==> src/rtl/tjmono_readout_emu.sv <==
// TJ-Monopix token/freeze/read emulator: buffers hit words, serializes one per READ edge.
// Latency: TOKEN/HIT_FULL one cycle after write; OUT bit26 the cycle after an accepted READ. Full buffer drops hits (LOST_CNT).
module tjmono_readout_emu #(
    parameter int DEPTH = 16
) (
    input  logic        CLK,
    input  logic        RST_N,
    input  logic        HIT_WR,
    input  logic [26:0] HIT_DATA,
    output logic        HIT_FULL,
    input  logic        FREEZE,
    input  logic        READ,
    output logic        TOKEN,
    output logic        OUT,
    output logic        BUSY,
    output logic [7:0]  LOST_CNT,
    output logic [7:0]  READ_ERR_CNT
);

    localparam int AW = $clog2(DEPTH);
    localparam int CW = AW + 1;

    logic [26:0]   mem [DEPTH];
    logic [AW-1:0] wr_ptr;
    logic [AW-1:0] rd_ptr;
    logic [CW-1:0] count;
    logic [CW-1:0] count_nxt;
    logic [CW-1:0] fc;
    logic [CW-1:0] fc_nxt;
    logic          freeze_q;
    logic          read_q;
    logic [26:0]   shift;
    logic [4:0]    bit_cnt;
    logic          full;
    logic          push;
    logic          pop;
    logic          read_rise;
    logic          accept;

    always_comb begin
        full      = (count == CW'(DEPTH));
        push      = HIT_WR && !full;
        read_rise = READ && !read_q;
        accept    = read_rise && FREEZE && (fc != '0) && !BUSY;
        pop       = accept;
        count_nxt = count + CW'(push) - CW'(pop);
        // Snapshot uses occupancy before this edge's push/pop; later pushes never raise it.
        fc_nxt    = fc;
        if (!FREEZE) begin
            fc_nxt = '0;
        end else if (!freeze_q) begin
            fc_nxt = count;
        end else if (pop) begin
            fc_nxt = fc - CW'(1);
        end
    end

    always_ff @(posedge CLK) begin
        if (push) begin
            mem[wr_ptr] <= HIT_DATA;
        end
    end

    always_ff @(posedge CLK) begin
        if (!RST_N) begin
            wr_ptr       <= '0;
            rd_ptr       <= '0;
            count        <= '0;
            fc           <= '0;
            freeze_q     <= 1'b0;
            read_q       <= 1'b0;
            shift        <= '0;
            bit_cnt      <= '0;
            BUSY         <= 1'b0;
            TOKEN        <= 1'b0;
            HIT_FULL     <= 1'b0;
            LOST_CNT     <= '0;
            READ_ERR_CNT <= '0;
        end else begin
            if (push) begin
                wr_ptr <= wr_ptr + AW'(1);
            end
            if (pop) begin
                rd_ptr <= rd_ptr + AW'(1);
            end
            count    <= count_nxt;
            fc       <= fc_nxt;
            freeze_q <= FREEZE;
            read_q   <= READ;
            TOKEN    <= FREEZE ? (fc_nxt != '0) : (count_nxt != '0);
            HIT_FULL <= (count_nxt == CW'(DEPTH));

            // Shifting zeros in leaves the register clear once the word is out, so OUT idles low.
            if (accept) begin
                shift   <= mem[rd_ptr];
                bit_cnt <= 5'd26;
                BUSY    <= 1'b1;
            end else if (BUSY) begin
                shift   <= {shift[25:0], 1'b0};
                bit_cnt <= bit_cnt - 5'd1;
                if (bit_cnt == 5'd0) begin
                    BUSY <= 1'b0;
                end
            end

            if (HIT_WR && full && (LOST_CNT != 8'hFF)) begin
                LOST_CNT <= LOST_CNT + 8'd1;
            end
            if (read_rise && !accept && (READ_ERR_CNT != 8'hFF)) begin
                READ_ERR_CNT <= READ_ERR_CNT + 8'd1;
            end
        end
    end

    assign OUT = shift[26];

endmodule

==> config.mk <==
export PLATFORM = sky130hd
export DESIGN_NAME = tjmono_readout_emu
export DESIGN_NICKNAME = d
export VERILOG_FILES = /design/src/rtl/tjmono_readout_emu.sv
export SDC_FILE = /design/constraint.sdc
export NUM_CORES = 1
export LEC_CHECK = 0
export CAP_MARGIN = 20
export CORE_MARGIN = 1.5
export CORE_UTILIZATION = 65
export CTS_CLUSTER_DIAMETER = 100
export DETAILED_ROUTE_END_ITERATION = 10
export PLACE_DENSITY = 0.83
export SYNTH_ARGS = -nofsm -noshare
export SYNTH_HDL_FRONTEND = slang
export SYNTH_SLANG_ARGS = --single-unit
export TNS_END_PERCENT = 100
==> constraint.sdc <==
create_clock -name CLK -period 10.2 [get_ports CLK]
set_input_delay 1.02 -clock CLK [delete_from_list [all_inputs] [get_ports CLK]]
set_output_delay 1.02 -clock CLK [all_outputs]
set_load 0.01 [all_outputs]
==> results.json, run 1 <==
{
  "drive_gt1_frac": 0.2288,
  "grt_pass1_vias": 10420,
  "die_height_um": 177.2,
  "design.portCount": 52,
  "start_kind": "input port",
  "numCtsBuffers": 49,
  "ys.flop_type": "edfxtp_1",
  "drt_iter0_markers": 1152,
  "nFillCells": 1620,
  "power_frac_clock": 0.379,
  "p_sw_frac": 0.2303,
  "grt_usage": 0.2671,
  "start_util": 0.6623,
  "worstPathMaxFanout": 11,
  "die_w_um": 177.2,
  "dpl.hpwl_um": 20320,
  "drv_cap": 0,
  "reg2reg_to": "TOKEN",
  "synthTopCellsByCount": "edfxtp_1, mux4_2, dfxtp_1, nor2_1, a21oi_1",
  "fin_util": 0.7501,
  "synth_top_cell_area_share": 0.6573,
  "cp_cell_sequence": "clkdlybuf4s50_1, and4bb_2, nand2_2, inv_2, ha_1, inv_1, ha_1, inv_1, fa_1, xnor2_1, nor4b_1, mux2i_1, o41ai_1, a41oi_1",
  "fin_tns_setup_ns": 0,
  "design.die.area_um2": 31420,
  "critPathKind": "input port to register",
  "max-slew-margin-rel": 0.2502,
  "clk_latency_ns": 0.56,
  "route.detailed.drc": 0,
  "period_share": 0.3868,
  "drt-wirelength-per-cell_um": 26.67,
  "syn2layout_area_growth_pct": 13.25,
  "overflow": 0,
  "ys_seq_area_frac": 0.7334,
  "cts-resized-gates": 0,
  "p_per_area_nw_per_um2": 199.4,
  "syn_avg_cell_area_um2": 18.98,
  "num_vias": 10220,
  "end_kind": "register",
  "power_w": 0.004457,
  "r2r_cells": 15,
  "grt_first_pass_wirelength_um": 61220,
  "coreArea_um2": 29800,
  "hold_path_depth": 1,
  "postSynth.asyncResetShare": 0,
  "routed_wl_um": 40940,
  "critPathSlowestCell": "clkdlybuf4s50_1",
  "power_frac_seq": 0.530,
  "dp_slack_ns": 5.716,
  "grt_max_degree": 58,
  "synthTopCellsByArea": "edfxtp_1, mux4_2, dfxtp_1, nor2_1, mux2i_1",
  "antenna_left": 0,
  "holdWs_ns": 0.4690,
  "portBuffers": 51,
  "diodes": 0,
  "cts_setup_buffers": 0,
  "synth.cell_area_um2": 19740,
  "ys_ff_latch": 507,
  "setup_viol": 0,
  "r2r_slack_ns": 6.56,
  "max_freq_ghz": 0.2535,
  "clock_skew_ns": 0.01694,
  "grt_antenna_before_repair": 0,
  "whs_endpoint": "bit_cnt[4]",
  "status": "completed",
  "firstDrtPassIters": 7,
  "slowest_delay_ns": 0.67,
  "hold_viol": 0,
  "place_congestion": 0.7836,
  "fp-row-count": 63,
  "routed_via_density": 6.657,
  "cts_hold_buffers": 0,
  "cts.sinks": 507,
  "crit_required_ns": 10.63,
  "fin_ws_ns": 6.255,
  "root_buffer": "clkbuf_16",
  "ys_warn_count": 0,
  "slew_viol_final": 0,
  "p_int_w": 0.003430,
  "fin_nets": 1157,
  "r2r_start": "fc[0]",
  "tritoncts": "yes",
  "cts_buffer_depth": 3,
  "synthCells": 1040,
  "syn_nets": 1090,
  "peakVddDrop_mv": 0.1747,
  "hp-start": "bit_cnt[4]",
  "path_clk_slew_ns": 0.06,
  "cts_max_level": 2,
  "grt_setup_unrepaired": "no",
  "worst_slew_pin_slew_ns": 1.123,
  "hold_class": "register to register",
  "synth_area_leader_cell": "edfxtp_1",
  "multiInputGateArea_um2": 5040,
  "synthMostInstantiatedCell": "edfxtp_1",
  "critical_path_arrival_ns": 4.37,
  "pwr-share-comb": 0.091,
  "p_leak_nw": 6.929,
  "synth.distinct_cells": 58,
  "finalCriticalPeriod_ns": 3.945,
  "synth-edff-count": 432,
  "regArea_um2": 14490,
  "netSwitchingPower_w": 0.001027
}
flip-flops by register name, indices dropped and copies added, names as in the netlist, named ones only:
signal        cells
rd_ptr            4
BUSY              1
shift            27
TOKEN             1
mem             432
read_q            1
bit_cnt           5
count             5
READ_ERR_CNT      8
fc                5
wr_ptr            4
freeze_q          1
LOST_CNT          8
HIT_FULL          1
area by class of cell:
cell class                 instances  area share
clock inverter                    27    0.008901
sequential                       507      0.6482
timing repair buffer              72     0.03432
clock buffer                      62     0.05794
tap                              390     0.02183
inverter                          20    0.003359
multi-input combinational        457      0.2255
layout by cell type (no fill, tap or decap), types with 3 or more instances in the layout:
cell             synthesis  layout
clkinv_1                 0       5
nor3_1                  10       6
a22oi_1                 24      24
buf_4                    2      13
clkinv_2                 0      12
nor2b_1                  3       3
buf_12                   0       6
and2_1                   5       5
clkbuf_16                0      49
o22ai_1                 23      23
mux2i_1                 26      26
ha_1                    17      17
nor2_4                   0      12
a21oi_1                 32      32
edfxtp_1               432     432
clkdlybuf4s50_1          0      51
xor2_1                  10      10
mux2_2                  23      23
inv_1                   19      18
dfxtp_4                  0       3
clkbuf_1                28      11
o21ai_0                  3       3
clkinvlp_4               0       3
nand4_1                  7       7
nand2_1                 20      20
a211oi_1                 5       5
o221ai_1                 3       3
nor2_1                  75      63
xnor2_1                 17      17
nand3_1                  7       7
mux4_2                 112     112
dfxtp_1                 75      71
nor3_2                   0       4
worst max-delay path by stage:
stage	startpoint	endpoint	slack, ns	cells after the start
global placement	FREEZE	TOKEN	5.80	14
detailed placement	FREEZE	TOKEN	5.72	14
floorplan	HIT_WR	mem[3][0]	6.30	4
CTS	FREEZE	TOKEN	6.28	14
global route	FREEZE	TOKEN	6.01	14
finish	FREEZE	TOKEN	6.25	14
kinds of logic after synthesis:
family	Yosys count	synth area share
flip-flops	507	0.7334
multiplexers	161	0.1541
AND/OR/NAND/NOR	148	0.03696
AO/OA/AOI/OAI	103	0.03493
buffers and inverters	76	0.01680
XOR/XNOR	27	0.01198
adder cells (fa/ha/maj)	18	0.01179
per-stage QoR:
stage                     instances  area [µm²]
after global routing           1535       22350
after global placement         1438       20700
after detailed placement       1438       20700
final                          1535       22350
after CTS                      1527       22190
after floorplan                1040       19740
worst max-delay path: cells and delay by family:
kind	cells	cell delay, ns
buf+inv	4	1.00
fa+ha+maj	3	0.85
simple gates	3	0.75
compound gates	2	0.42
xor+xnor	1	0.19
mux	1	0.15
power by group through the flow:
| stage | Clock, W | Combinational [W] | Sequential (W) |
|---|---|---|---|
| after floorplan | 0 | 0.000272 | 0.00239 |
| after global placement | 0 | 0.000382 | 0.00240 |
| after detailed placement | 0 | 0.000394 | 0.00241 |
| after CTS | 0.00170 | 0.000403 | 0.00236 |
| after global routing | 0.00179 | 0.000437 | 0.00237 |
| final | 0.00169 | 0.000404 | 0.00236 |
routing by layer:
layer	GRT usage	vias to the layer above	share of wire	wire length, µm
met3	0.05262	88	0.079	3249
met1	0.3680	5303	0.40	16250
met5	0	-	0	0
met4	0.08263	0	0.027	1095
met2	0.4375	506	0.50	20350
li1	-	4321	-	-
Note: power is estimated with default switching activity, not from simulation.
==> run 2, diff against run 1 <==
Settings changed: CORE_UTILIZATION 65 to 55, PLACE_DENSITY 0.83 to 0.75.
Clock period 10.2 ns to 3.54 ns, I/O delays scaled along.
==> results.json, run 2 (same netlist as run 1, synthesis figures left out) <==
{
  "diodes": 0,
  "tritoncts": "yes",
  "root_buffer": "clkbuf_16",
  "firstDrtPassIters": 5,
  "grt_pass1_vias": 10080,
  "routed_via_density": 6.115,
  "grt_first_pass_wirelength_um": 61130,
  "p_int_w": 0.01027,
  "num_vias": 9931,
  "largest_register_ffs": 432,
  "coreArea_um2": 35480,
  "power_frac_seq": 0.515,
  "grt_usage": 0.2254,
  "regArea_um2": 14490,
  "end_kind": "register",
  "nFillCells": 2348,
  "finalCriticalPeriod_ns": 3.348,
  "p_leak_nw": 7.119,
  "power_frac_clock": 0.395,
  "portBuffers": 51,
  "max-slew-margin-rel": 0.3419,
  "hold_class": "input port to register",
  "layout_common_cells": "edfxtp_1, mux4_2, dfxtp_1",
  "drv_cap": 0,
  "cts_buffer_depth": 3,
  "reg.largest.list": "mem x432, shift x27",
  "multiInputGateArea_um2": 5069,
  "cts_hold_buffers": 0,
  "syn2layout_area_growth_pct": 15.70,
  "route.detailed.drc": 0,
  "start_util": 0.5562,
  "drive_gt1_frac": 0.2494,
  "routed_wl_um": 40150,
  "worstPathMaxFanout": 6,
  "fin_util": 0.6435,
  "p_per_area_nw_per_um2": 578.9,
  "critical_path_arrival_ns": 3.76,
  "path_clk_slew_ns": 0.06,
  "layout_commonest_cell": "edfxtp_1",
  "grt_antenna_before_repair": 1,
  "crit_required_ns": 3.96,
  "cts_max_level": 2,
  "slowest_delay_ns": 0.48,
  "design.portCount": 52,
  "die_height_um": 192.4,
  "slew_viol_final": 0,
  "antenna_left": 0,
  "die_w_um": 192.4,
  "clk_latency_ns": 0.56,
  "drt-wirelength-per-cell_um": 24.72,
  "p_sw_frac": 0.2232,
  "period_share": 0.9457,
  "pwr-share-comb": 0.090,
  "drt_iter0_markers": 911,
  "numCtsBuffers": 49,
  "setup_viol": 0,
  "start_kind": "register",
  "cp_cell_sequence": "inv_1, ha_1, or4b_4, nand2_4, inv_2, ha_1, inv_1, ha_1, inv_1, fa_1, xnor2_1, nor4bb_1, mux2i_1, o41ai_2, a41oi_1",
  "max_freq_ghz": 0.2987,
  "fp-row-count": 69,
  "worst_slew_pin_slew_ns": 0.9848,
  "critPathKind": "register to register",
  "dpl.hpwl_um": 22980,
  "fin_nets": 1173,
  "critPathSlowestCell": "or4b_4",
  "grt_setup_unrepaired": "no",
  "peakVddDrop_mv": 0.4055,
  "fin_tns_setup_ns": 0,
  "grt_max_degree": 43,
  "status": "completed",
  "design.die.area_um2": 37030,
  "overflow": 0,
  "top_register": "mem",
  "place_congestion": 0.8024,
  "hold_viol": 0,
  "clock_skew_ns": 0.02081,
  "netSwitchingPower_w": 0.002950,
  "cts.sinks": 507
}
run 2: repair_timing:
item / in CTS / in global routing
setup buffers: 0 / 0
setup endpoints to repair: 0 / 1
resized for setup: 0 / 4
run 2: power by group through the flow:
stage	Clock [W]	Combinational [W]	Sequential, W
6_report	0.00522	0.00119	0.00681
2_1_floorplan	0	0.000785	0.00690
3_3_place_gp	0	0.00112	0.00693
4_1_cts	0.00531	0.00117	0.00681
5_1_grt	0.00554	0.00130	0.00683
3_5_place_dp	0	0.00116	0.00694
run 2: area by class of cell:
cell class	instances	share of cell area
Inverter	20	0.003288
Multi-Input combinational cell	457	0.2220
Clock buffer	69	0.06192
Sequential cell	507	0.6344
Tap cell	461	0.02526
Timing Repair Buffer	88	0.04274
Clock inverter	22	0.01041
run 2: critical path, delay by kind of cell (launching register included):
kind / cells / cell delay (ns)
compound gates: 2 / 0.42
xor+xnor: 1 / 0.18
fa+ha+maj: 4 / 0.98
buf+inv: 4 / 0.26
flops: 1 / 0.33
mux: 1 / 0.16
simple gates: 3 / 0.87
run 2: metal layers:
metal	vias to the layer above	part of all wire	track usage
li1	4358	-	-
met1	5127	0.42	0.3192
met2	372	0.48	0.3633
met3	72	0.072	0.04492
met4	2	0.022	0.05725
met5	-	0.00040	0
run 2: through the flow:
step           setup slack, ns  std cells  hold WS, ns  total power (W)  instance area [µm²]
5_1_grt               0.009797       1624       0.4205          0.01366                22830
2_1_floorplan        0.0006639       1040       0.4415         0.007685                19740
3_5_place_dp           0.03970       1533       0.4707         0.008098                21160
4_1_cts                 0.1016       1624       0.4083          0.01329                22810
6_report                0.1921       1624       0.4180          0.01322                22830
3_3_place_gp            0.1748       1533       0.4583         0.008049                21160
run 2: worst paths after layout:
path | from | end | slack (ns) | cells past startpoint
hold / removal | READ | read_q | 0.42 | 2
setup / recovery | fc[0] | TOKEN | 0.19 | 15
setup reg to reg | fc[0] | TOKEN | 0.19 | 15
hold reg to reg | bit_cnt[4] | bit_cnt[4] | 0.49 | 1
==> run 3, diff against run 2 <==
Settings changed: MAX_ROUTING_LAYER set to met4.
Clock period 3.54 ns to 3 ns, I/O delays scaled along.
==> results.json, run 3 (same netlist as run 1, synthesis figures left out) <==
{
  "largest_register_ffs": 432,
  "grt_usage": 0.2325,
  "dp_slack_ns": -0.1038,
  "firstDrtPassIters": 7,
  "slew_viol_final": 0,
  "cp_cell_sequence": "inv_4, ha_4, or4b_4, nand2_4, inv_4, ha_4, inv_2, ha_4, inv_2, fa_2, xnor2_4, nor4bb_4, mux2i_2, o41ai_2, a41oi_1",
  "path_buf_inv": 4,
  "p_leak_nw": 7.126,
  "final_area_um2": 22950,
  "dp_cells": 1541,
  "holdWs_ns": 0.3599,
  "fin_ws_ns": 0.01372,
  "grt_antenna_before_repair": 2,
  "grt_max_degree": 58,
  "numCtsBuffers": 49,
  "start_util": 0.5562,
  "worst_slew_pin_slew_ns": 0.9043,
  "grt_pass1_vias": 10100,
  "worstSetupPathDepth": 15,
  "place_congestion": 0.8026,
  "cts_buffer_depth": 3,
  "fin_nets": 1185,
  "route.detailed.drc": 0,
  "hp-start": "READ",
  "routed_via_density": 6.129,
  "crit_path_start": "fc[0]",
  "clk_latency_ns": 0.57,
  "finalNonFillerCells": 1637,
  "period_share": 0.9954,
  "root_buffer": "clkbuf_16",
  "cts_hold_buffers": 0,
  "overflow": 0,
  "grt_first_pass_wirelength_um": 60970,
  "tritoncts": "yes",
  "antenna_left": 0,
  "clock_skew_ns": 0.01757,
  "hold_viol": 0,
  "dpl.hpwl_um": 22700,
  "peakVddDrop_mv": 0.4740,
  "r2r_cells": 15,
  "cpLargestDelayFamily": "simple AND/OR/NAND/NOR gates",
  "critical_path_arrival_ns": 3.42,
  "portBuffers": 51,
  "reg.largest.list": "mem x432, shift x27",
  "start_kind": "register",
  "path_clk_slew_ns": 0.06,
  "hold_class": "input port to register",
  "r2r_start": "fc[0]",
  "hold_path_depth": 2,
  "p_per_area_nw_per_um2": 679.1,
  "end_kind": "register",
  "layout_commonest_cell": "edfxtp_1",
  "status": "completed",
  "die_w_um": 192.4,
  "routed_wl_um": 40140,
  "critPathSlowestCell": "or4b_4",
  "design.die.area_um2": 37030,
  "drt-wirelength-per-cell_um": 24.52,
  "power_w": 0.01559,
  "syn2layout_area_growth_pct": 16.30,
  "drt_iter0_markers": 810,
  "max_freq_ghz": 0.3349,
  "crit_required_ns": 3.44,
  "grt_setup_unrepaired": "yes",
  "num_vias": 10030,
  "top_register": "mem",
  "slowest_delay_ns": 0.47,
  "drv_cap": 0,
  "max-slew-margin-rel": 0.3956,
  "die_height_um": 192.4,
  "layout_common_cells": "edfxtp_1, mux4_2, dfxtp_1",
  "placed_area_um2": 21240,
  "cp_common_cell": "ha_4",
  "drive_gt1_frac": 0.2606,
  "finalCriticalPeriod_ns": 2.986,
  "critPathKind": "register to register",
  "fp-row-count": 69,
  "design.portCount": 52,
  "coreArea_um2": 35480,
  "setup_viol": 0,
  "cts_max_level": 2,
  "worstPathMaxFanout": 3,
  "cts.sinks": 507
}
-- run 3: changes by cell type in the layout (fill, tap and decap cells not counted), sizes merged --
| cell | previous run | this run |
|---|---|---|
| buf | 37 | 49 |
| diode | 0 | 2 |
| clkbuf | 69 | 66 |
| inv | 23 | 21 |
| clkinv | 14 | 15 |
| clkinvlp | 2 | 5 |
-- run 3: area by class of cell --
type | instances | area [µm²]
Timing Repair Buffer | 100 | 1041
Clock inverter | 24 | 198.9
Sequential cell | 507 | 14490
Multi-Input combinational cell | 457 | 5205
Fill cell | 2278 | 12530
Antenna cell | 2 | 5.005
Tap cell | 461 | 576.8
Inverter | 20 | 80.08
Clock buffer | 66 | 1353
-- run 3: where the power goes --
part           leakage (nW)  total (W)  switching (W)  internal, W
clock network         0.741    0.00591        0.00249      0.00342
logic                  1.87    0.00165       0.000870     0.000777
registers              4.51    0.00803       0.000122      0.00791
-- run 3: what timing repair did --
item	4_1_cts	5_1_grt
resized for setup	1	18
setup endpoints to repair	1	3
buffers inserted	0	3
pin swaps	0	4
-- run 3: path summary, 6_finish.rpt --
| kind | to | slack [ns] |
|---|---|---|
| max | TOKEN | 0.01 |
| min | read_q | 0.36 |
| max reg2reg | TOKEN | 0.01 |
| min reg2reg | bit_cnt[4] | 0.48 |
-- run 3: worst register-to-register path: stages, from the launching register on --
cell,delay [ns]
dfxtp_4,0.36
inv_4,0.06
ha_4,0.12
or4b_4,0.47
nand2_4,0.09
inv_4,0.04
ha_4,0.20
inv_2,0.06
ha_4,0.13
inv_2,0.04
fa_2,0.40
xnor2_4,0.18
nor4bb_4,0.28
mux2i_2,0.14
o41ai_2,0.24
a41oi_1,0.07
-- run 3: routing by layer --
layer / share of wire / track usage / up-vias / routed length (µm)
met5: 0 / - / - / 0
met3: 0.072 / 0.04001 / 70 / 2898
met4: 0.025 / 0.06977 / 0 / 994
met2: 0.49 / 0.3666 / 387 / 19590
li1: - / - / 4391 / -
met1: 0.41 / 0.3146 / 5185 / 16650
-- run 3: per-stage QoR --
| stage | TNS [ns] | utilization |
|---|---|---|
| floorplan | -0.06080 | - |
| global placement | 0 | 0.5987 |
| detailed placement | -0.1038 | 0.5987 |
| CTS | -0.09170 | 0.6426 |
| global route | -0.1811 | 0.6468 |
| finish | 0 | 0.6468 |
